File: src/rtl/weight_ctrl_pkg.sv
// Shared definitions for the weight load controller: FSM encoding and
// the row counter width helper.
package weight_ctrl_pkg;

   typedef enum logic [1:0] {
      IDLE = 2'd0,
      LOAD = 2'd1,
      DONE = 2'd2
   } state_t;

   // Width of a counter that indexes rows 0..rows-1 (never narrower than 1 bit).
   function automatic int row_cnt_w(input int rows);
      return (rows < 2) ? 1 : $clog2(rows);
   endfunction

endpackage

File: src/rtl/row_sel_dec.sv
// Row select decoder: turns the current row index into a one-hot reload
// vector, all zero unless a beat is being accepted this cycle.
module row_sel_dec
   import weight_ctrl_pkg::*;
#(
   parameter int ROWS  = 8,
   parameter int CNT_W = 3
) (
   input  logic [CNT_W-1:0] row_cnt,
   input  logic             accept,
   output logic [ROWS-1:0]  row_sel
);

   // Compare against every row index so no out-of-range bit can be set.
   always_comb begin
      row_sel = '0;
      for (int r = 0; r < ROWS; r++) begin
         row_sel[r] = accept && (row_cnt == CNT_W'(r));
      end
   end

endmodule

File: src/rtl/weight_load_ctrl.sv
// Weight load controller: accepts one row of weights per stream beat and
// drives the shared row bus plus a one-hot per-row reload strobe.
//
// Handshake: a beat transfers on a rising edge where s_valid && s_ready and
// abort is low. s_ready depends only on the FSM state (high in LOAD), never
// on s_valid; the source must hold s_data stable while s_valid is high and
// the beat has not yet transferred.
module weight_load_ctrl
   import weight_ctrl_pkg::*;
#(
   parameter int WEIGHT_BW = 8,
   parameter int ROWS      = 8,
   parameter int COLS      = 8
) (
   input  logic                      clk,
   input  logic                      rst,
   input  logic                      start,
   input  logic                      abort,
   input  logic                      s_valid,
   output logic                      s_ready,
   input  logic [COLS*WEIGHT_BW-1:0] s_data,
   output logic [COLS*WEIGHT_BW-1:0] row_data,
   output logic [ROWS-1:0]           row_reload,
   output logic                      busy,
   output logic                      done,
   output logic                      weights_valid
);

   localparam int ROW_CNT_W = row_cnt_w(ROWS);

   state_t                 state;
   state_t                 state_nxt;
   logic [ROW_CNT_W-1:0]   row_cnt;
   logic                   accept;
   logic                   last_row;
   logic [ROWS-1:0]        reload_sel;

   assign s_ready  = (state == LOAD);
   // Abort wins over a beat presented in the same cycle.
   assign accept   = s_valid && s_ready && !abort;
   assign last_row = (row_cnt == ROW_CNT_W'(ROWS - 1));
   assign busy     = (state != IDLE);
   // done lines up with the registered reload pulse of the final row.
   assign done     = (state == DONE);

   row_sel_dec #(
      .ROWS  (ROWS),
      .CNT_W (ROW_CNT_W)
   ) u_row_sel_dec (
      .row_cnt (row_cnt),
      .accept  (accept),
      .row_sel (reload_sel)
   );

   // State register.
   always_ff @(posedge clk) begin
      if (rst) begin
         state <= IDLE;
      end else begin
         state <= state_nxt;
      end
   end

   // Next-state logic: start only matters in IDLE, abort only in LOAD.
   always_comb begin
      state_nxt = state;
      case (state)
         IDLE: if (start) state_nxt = LOAD;
         LOAD: begin
            if (abort) begin
               state_nxt = IDLE;
            end else if (accept && last_row) begin
               state_nxt = DONE;
            end
         end
         DONE:    state_nxt = IDLE;
         default: state_nxt = IDLE;
      endcase
   end

   // Row counter, row bus, reload strobe and matrix-valid flag.
   always_ff @(posedge clk) begin
      if (rst) begin
         row_cnt       <= '0;
         row_data      <= '0;
         row_reload    <= '0;
         weights_valid <= 1'b0;
      end else begin
         row_reload <= reload_sel;
         if (accept) begin
            row_data <= s_data;
         end
         case (state)
            IDLE: begin
               if (start) begin
                  row_cnt       <= '0;
                  weights_valid <= 1'b0;
               end
            end
            LOAD: begin
               if (abort) begin
                  row_cnt <= '0;
               end else if (accept) begin
                  if (last_row) begin
                     row_cnt       <= '0;
                     weights_valid <= 1'b1;
                  end else begin
                     row_cnt <= row_cnt + ROW_CNT_W'(1);
                  end
               end
            end
            default: ;
         endcase
      end
   end

endmodule

File: config.mk
export PLATFORM = sky130hd
export DESIGN_NAME = weight_load_ctrl
export DESIGN_NICKNAME = d
export VERILOG_FILES = /design/src/rtl/weight_ctrl_pkg.sv /design/src/rtl/row_sel_dec.sv /design/src/rtl/weight_load_ctrl.sv
export SDC_FILE = /design/constraint.sdc
export NUM_CORES = 1
export LEC_CHECK = 0
export CAP_MARGIN = 15
export CORE_MARGIN = 8
export CORE_UTILIZATION = 50
export CTS_BUF_LIST = sky130_fd_sc_hd__clkbuf_2
export DETAILED_ROUTE_END_ITERATION = 8
export DONT_BUFFER_PORTS = 1
export PLACE_DENSITY = 0.68
export SETUP_SLACK_MARGIN = 0.15
export SYNTH_ARGS = -nofsm -noshare
export SYNTH_HDL_FRONTEND = slang
export SYNTH_SLANG_ARGS = --single-unit
File: constraint.sdc
create_clock -name clk -period 1.25 [get_ports clk]
set_input_delay 0.3125 -clock clk [delete_from_list [all_inputs] [get_ports clk]]
set_output_delay 0.3125 -clock clk [all_outputs]
set_load 0.01 [all_outputs]
# Yosys cells after proc, flatten, opt, wreduce, memory -nomap -nowiden
# Index checks and enable logic that the tools add are counted.
# classes
n_addsub	1
n_mul	0
div	0
order_cmp	0
eq_ne	15
shifts	0
muxes	14
bitwise_logic	0
n_reduce_logical	18
# op_table
cell	count
$eq A3 B3 Y1 const B	4
$mux W3	4
$logic_and A1 B1 Y1	10
$eq A3 B2 Y1 const B	2
$mux W2	3
$ne A3 B2 Y1 const B	2
$pmux W3 S2	1
$reduce_and A5 Y1	1
$mux W1	4
$ne A2 B1 Y1 const B	2
$ne A2 B2 Y1 const B	2
$pmux W2 S2	1
$reduce_bool A2 Y1	2
$add A3 B1 Y3 const B	1
$eq A3 B1 Y1 const B	1
$logic_not A3 Y1	1
$reduce_and A3 Y1	1
$eq A2 B1 Y1 const B	1
$eq A2 B2 Y1 const B	1
$logic_not A2 Y1	1
$pmux W1 S2	1
$reduce_and A2 Y1	1
$logic_not A1 Y1	1
# word_totals
ff_bits	78
latch_bits	0
ram_bits	0
rom_bits	0
out_inout_bits	76
elab_cells	53
n_memories	0

# Logic depth before layout (Yosys ltp)
# Gate-level depths: netlist (run 1).
# logic_depth
depth_word	7
depth_mapped	6

# Modules after synthesis
# From an unflattened synthesis (run 1), not the netlist that was laid out.
# unflattened
cells_unflattened	337
hier_area_um2	2822.7
# modules_own_cells
module	n_inst	cells_per_inst	area_each_um2	seq_area_each_um2
weight_load_ctrl	1	329	2727.6	1561.5
row_sel_dec	1	8	95.1	0.0

# Worst setup path before layout (run 1)
# OpenSTA, ideal clock, no wires.
# synth_timing
kind	flip-flop to flip-flop
startpoint	register row_cnt[0]
endpoint	register row_cnt[1]
arrival_time_ns	1.296
required_ns	1.180
slack_ns	-0.116
path_stages_with_launch	6
path_buffers	0
cell_sequence	dfxtp_1 -> ha_1 -> ha_1 -> nor4b_1 -> nand4_1 -> a21oi_1
# synth_between
elab_chain_len	5
# synth_rtl
element	line	text
from (decl)	weight_load_ctrl.sv:33	logic [ROW_CNT_W-1:0] row_cnt;
from (signal assigned)	weight_load_ctrl.sv:108	row_cnt <= row_cnt + ROW_CNT_W'(1);
$add A3 B1 Y3 or $eq A3 B3 Y1 (tied branches)	weight_load_ctrl.sv:108, weight_load_ctrl.sv:41	
$mux W3 (*)	weight_load_ctrl.sv:104	if (last_row) begin
$mux W3 (*)	weight_load_ctrl.sv:103	end else if (accept) begin
$mux W3 (*)	weight_load_ctrl.sv:101	if (abort) begin
$pmux W3 S2 (*)	weight_load_ctrl.sv:93	case (state)
# Every way passes the cells marked *; elsewhere a longest branch is shown, timed or not. The select of a mux whose other input is x is not followed.
# A chain may end at the register's enable or synchronous reset.

# Worst setup path after layout (run 1)
# layout_timing
startpoint	register state[0]
endpoint	register row_data[50]
# layout_between
elab_chain_len	3
# layout_rtl
element	line	text
from (decl)	weight_load_ctrl.sv:31	state_t state;
from (signal assigned)	weight_load_ctrl.sv:60	state <= state_nxt;
$eq A2 B1 Y1	weight_load_ctrl.sv:38	assign s_ready = (state == LOAD);
$logic_and A1 B1 Y1 (2 in series)	weight_load_ctrl.sv:40	assign accept = s_valid && s_ready && !abort;
to (signal assigned)	weight_load_ctrl.sv:91	row_data <= s_data;
to (decl)	weight_load_ctrl.sv:22	output logic [COLS*WEIGHT_BW-1:0] row_data,
# No other way between the ends.

==> results of run 1 <==
==> per-layer routing <==
| metal | up-vias | track usage [%] | part of all wire, % |
|---|---|---|---|
| li1 | 1161 | - | - |
| met3 | 8 | 10.95 | 12 |
| met2 | 124 | 32.77 | 52 |
| met4 | 0 | 6.003 | 1.1 |
| met5 | - | 0 | 0 |
| met1 | 1179 | 18.83 | 35 |
==> power breakdown <==
part           switching, mW  total (mW)  leakage [nW]  internal [mW]
Combinational          0.164       0.384         0.799          0.219
Clock                  0.901        1.37        0.0703          0.470
Sequential            0.0673        2.56         0.679           2.49
==> cells in the mapped netlist <==
| cell | number | area [sq um] |
|---|---|---|
| buf_2 | 3 | 15.01 |
| and3_1 | 3 | 18.77 |
| nor3_1 | 1 | 5.000 |
| and2_1 | 6 | 37.54 |
| a22oi_1 | 1 | 7.510 |
| o21ai_0 | 1 | 5.000 |
| ha_1 | 6 | 75.07 |
| a21oi_1 | 66 | 330.3 |
| nand2_1 | 129 | 484.2 |
| buf_1 | 1 | 3.750 |
| or2_2 | 1 | 6.260 |
| nor2b_1 | 2 | 12.51 |
| nand3b_1 | 1 | 7.510 |
| clkbuf_1 | 8 | 30.03 |
| or3b_2 | 2 | 17.52 |
| nor2_1 | 3 | 11.26 |
| buf_4 | 6 | 45.04 |
| or3_1 | 1 | 6.260 |
| o31ai_1 | 2 | 15.01 |
| buf_6 | 5 | 56.30 |
| nand4_1 | 2 | 12.51 |
| o21ba_2 | 1 | 10.01 |
| nor3b_1 | 1 | 7.510 |
| and4bb_1 | 1 | 12.51 |
| inv_1 | 3 | 11.26 |
| nor2_2 | 1 | 6.260 |
| nand4bb_4 | 1 | 27.53 |
| o21bai_1 | 1 | 7.510 |
| dfxtp_1 | 78 | 1562 |
| nor4b_1 | 1 | 8.760 |
==> path summary, 6_finish.rpt <==
kind	depth (start not counted)	end	slack [ns]	start
hold reg to reg	2	row_data[22]	0.50	row_data[22]
setup / recovery	8	row_data[50]	-0.28	state[0]
setup reg to reg	8	row_data[50]	-0.28	state[0]
hold / removal	1	row_data[29]	-0.16	rst
==> critical path: stages, from the launching register on <==
cell	delay (ns)
dfxtp_4	0.42
buf_6	0.09
buf_6	0.09
and4bb_4	0.28
buf_12	0.15
buf_8	0.12
clkbuf_16	0.14
nand2_1	0.07
a21oi_2	0.11
==> cell type report <==
cell class,instances,area (sq um),share of cell area [%]
clock buffers,9,45.04,1.036
clock inverters,7,72.57,1.669
inverters,3,11.26,0.2589
multi-input cells,234,1634,37.57
flip-flops and latches,78,1744,40.10
well taps,72,90.09,2.071
repair buffers,40,752.0,17.29
==> kinds of logic (layout without fill, tap and decap cells) <==
family | Yosys count | in the layout
AO/OA/AOI/OAI | 72 | 72
adder cells (fa/ha/maj) | 6 | 6
buffers and inverters | 26 | 59
flip-flops | 78 | 78
AND/OR/NAND/NOR | 156 | 156
==> state kept, by name (all words and copies together), names as in the netlist <==
register,count
weights_valid,1
row_cnt,3
row_data,64
row_reload,8
state,2
==> what timing repair did <==
action | in CTS | in global routing
endpoints found under the setup margin | 144 | 154
endpoints found under the hold margin | 76 | 77
pin swaps | 16 | 56
gates resized for setup | 121 | 138
setup buffers | 15 | 1
gates cloned | 9 | 6
==> results.ini, run 1 <==
[status]
status=finished, violations left
violations=hold timing, setup timing

[drt]
vias=2472
ant_nets=0
viasPerCell=5.580
drt_iter0_markers=143
drc=0
wl_per_cell_microns=21.12
wirelength_mm=9.358
dr.pass1.iters=4

[yosys]
syn-cell-area_sq_um=2855
syn-instance-count=338
ys_warn_count=0
ys_seq_area_share_pct=54.69
ys_types=30
synth_compound_area_share_pct=13.15
synthXorXnorAreaFrac_pct=0
syn_nets=413
post_synth.cell_area_avg_sq_um=8.447
synthSimpleGateAreaFrac_pct=23.88
synth_adder_area_share_pct=2.629
synthMuxAreaShare_pct=0
synth_top_family_by_area=simple AND/OR/NAND/NOR gates
ys_seq_elements=78

[job]
cap_violations=0

[place]
dpl_cell_area_sq_um=2937
dp.cells=396
place_hpwl_mm=5.073
globalplace.congestion=0.7819
place_ws_ns=-0.02864
io_buffers=0

[grt]
antenna_found_initial=0
grt_first_pass_wirelength_mm=12.68
grt_start_max_net_pins=74
grt_usage_pct=19.02
grt_pass1_vias=2491
grt-ovfl-total=0

[sta]
skew_ns=0.02205
fmax_mhz=654.4
tightest_slew_ns=0.2494
fin_crit_ns=1.528
setup_tns_ns=-17.07
fin_ws_ns=-0.2780
setup_viol=81
period_share_pct=122.2
drv_slew=0
timing.hold.ws_ns=-0.1564
relSlewSlack_pct=83.33
rsz0062_at_grt=yes
hold_violations=68

[power_and_ir_drop]
vdd_drop_max_mv=0.6727
p_per_area_nw_per_um2=991.0
power.leakage_nw=1.549
power_mw=4.310

[finish]
final_common_cell=nand2_1
syn2layout_area_growth_pct=52.32
final_area_sq_um=4349
final_util_pct=78.98
finalNonFillerCells=443
layout.nets=441
fillerInstances=352
final_cell_mix=nand2_1, dfxtp_2, a21oi_2, dfxtp_4, nand2_4
diodes=0
drive_gt1_share_pct=64.15

[clock_tree]
htree_levels=3
cts_tree=done
cts_buffers=9
numClockSinks=78
insertion_delay_ns=0.49
root_buffer=clkbuf_2
clkTransAtPathRegs_ns=0.23
clockBufferDepth=2

[setup_path]
worstPathMaxFanout=5
critPathArrivalTime_ns=1.96
critPathLaunchType=flop
worstSetupPathType=reg -> reg
required_ns=1.69
cp-end-kind=flop

[min_path]
holdCritPathClass=in -> reg

[die]
start_util_pct=51.85
die_x_microns=91.57
io_pins=145
core_area_sq_um=5507
die_h_microns=91.57
row_count=27
dieArea_sq_um=8384

Note: power is estimated with default switching activity, not from simulation.
==> inputs of run 2 (changes only) <==
--- a/config.mk
+++ b/config.mk
@@ -9,8 +9,10 @@
 export CORE_MARGIN = 8
 export CORE_UTILIZATION = 50
 export CTS_BUF_LIST = sky130_fd_sc_hd__clkbuf_2
+export CTS_CLUSTER_DIAMETER = 30
 export DETAILED_ROUTE_END_ITERATION = 8
 export DONT_BUFFER_PORTS = 1
+export HOLD_SLACK_MARGIN = 0.02
 export PLACE_DENSITY = 0.68
 export SETUP_SLACK_MARGIN = 0.15
 export SYNTH_ARGS = -nofsm -noshare
==> results of run 2 <==
The final DEF is identical to that of run 1; final timing and power are the same.
==> inputs of run 3 (changes only) <==
--- a/config.mk
+++ b/config.mk
@@ -9,7 +9,7 @@
 export CORE_MARGIN = 8
 export CORE_UTILIZATION = 50
 export CTS_BUF_LIST = sky130_fd_sc_hd__clkbuf_2
-export CTS_CLUSTER_DIAMETER = 30
+export CTS_CLUSTER_DIAMETER = 120
 export DETAILED_ROUTE_END_ITERATION = 8
 export DONT_BUFFER_PORTS = 1
 export HOLD_SLACK_MARGIN = 0.02
==> results of run 3 <==
The final DEF is identical to that of run 1; final timing and power are the same.
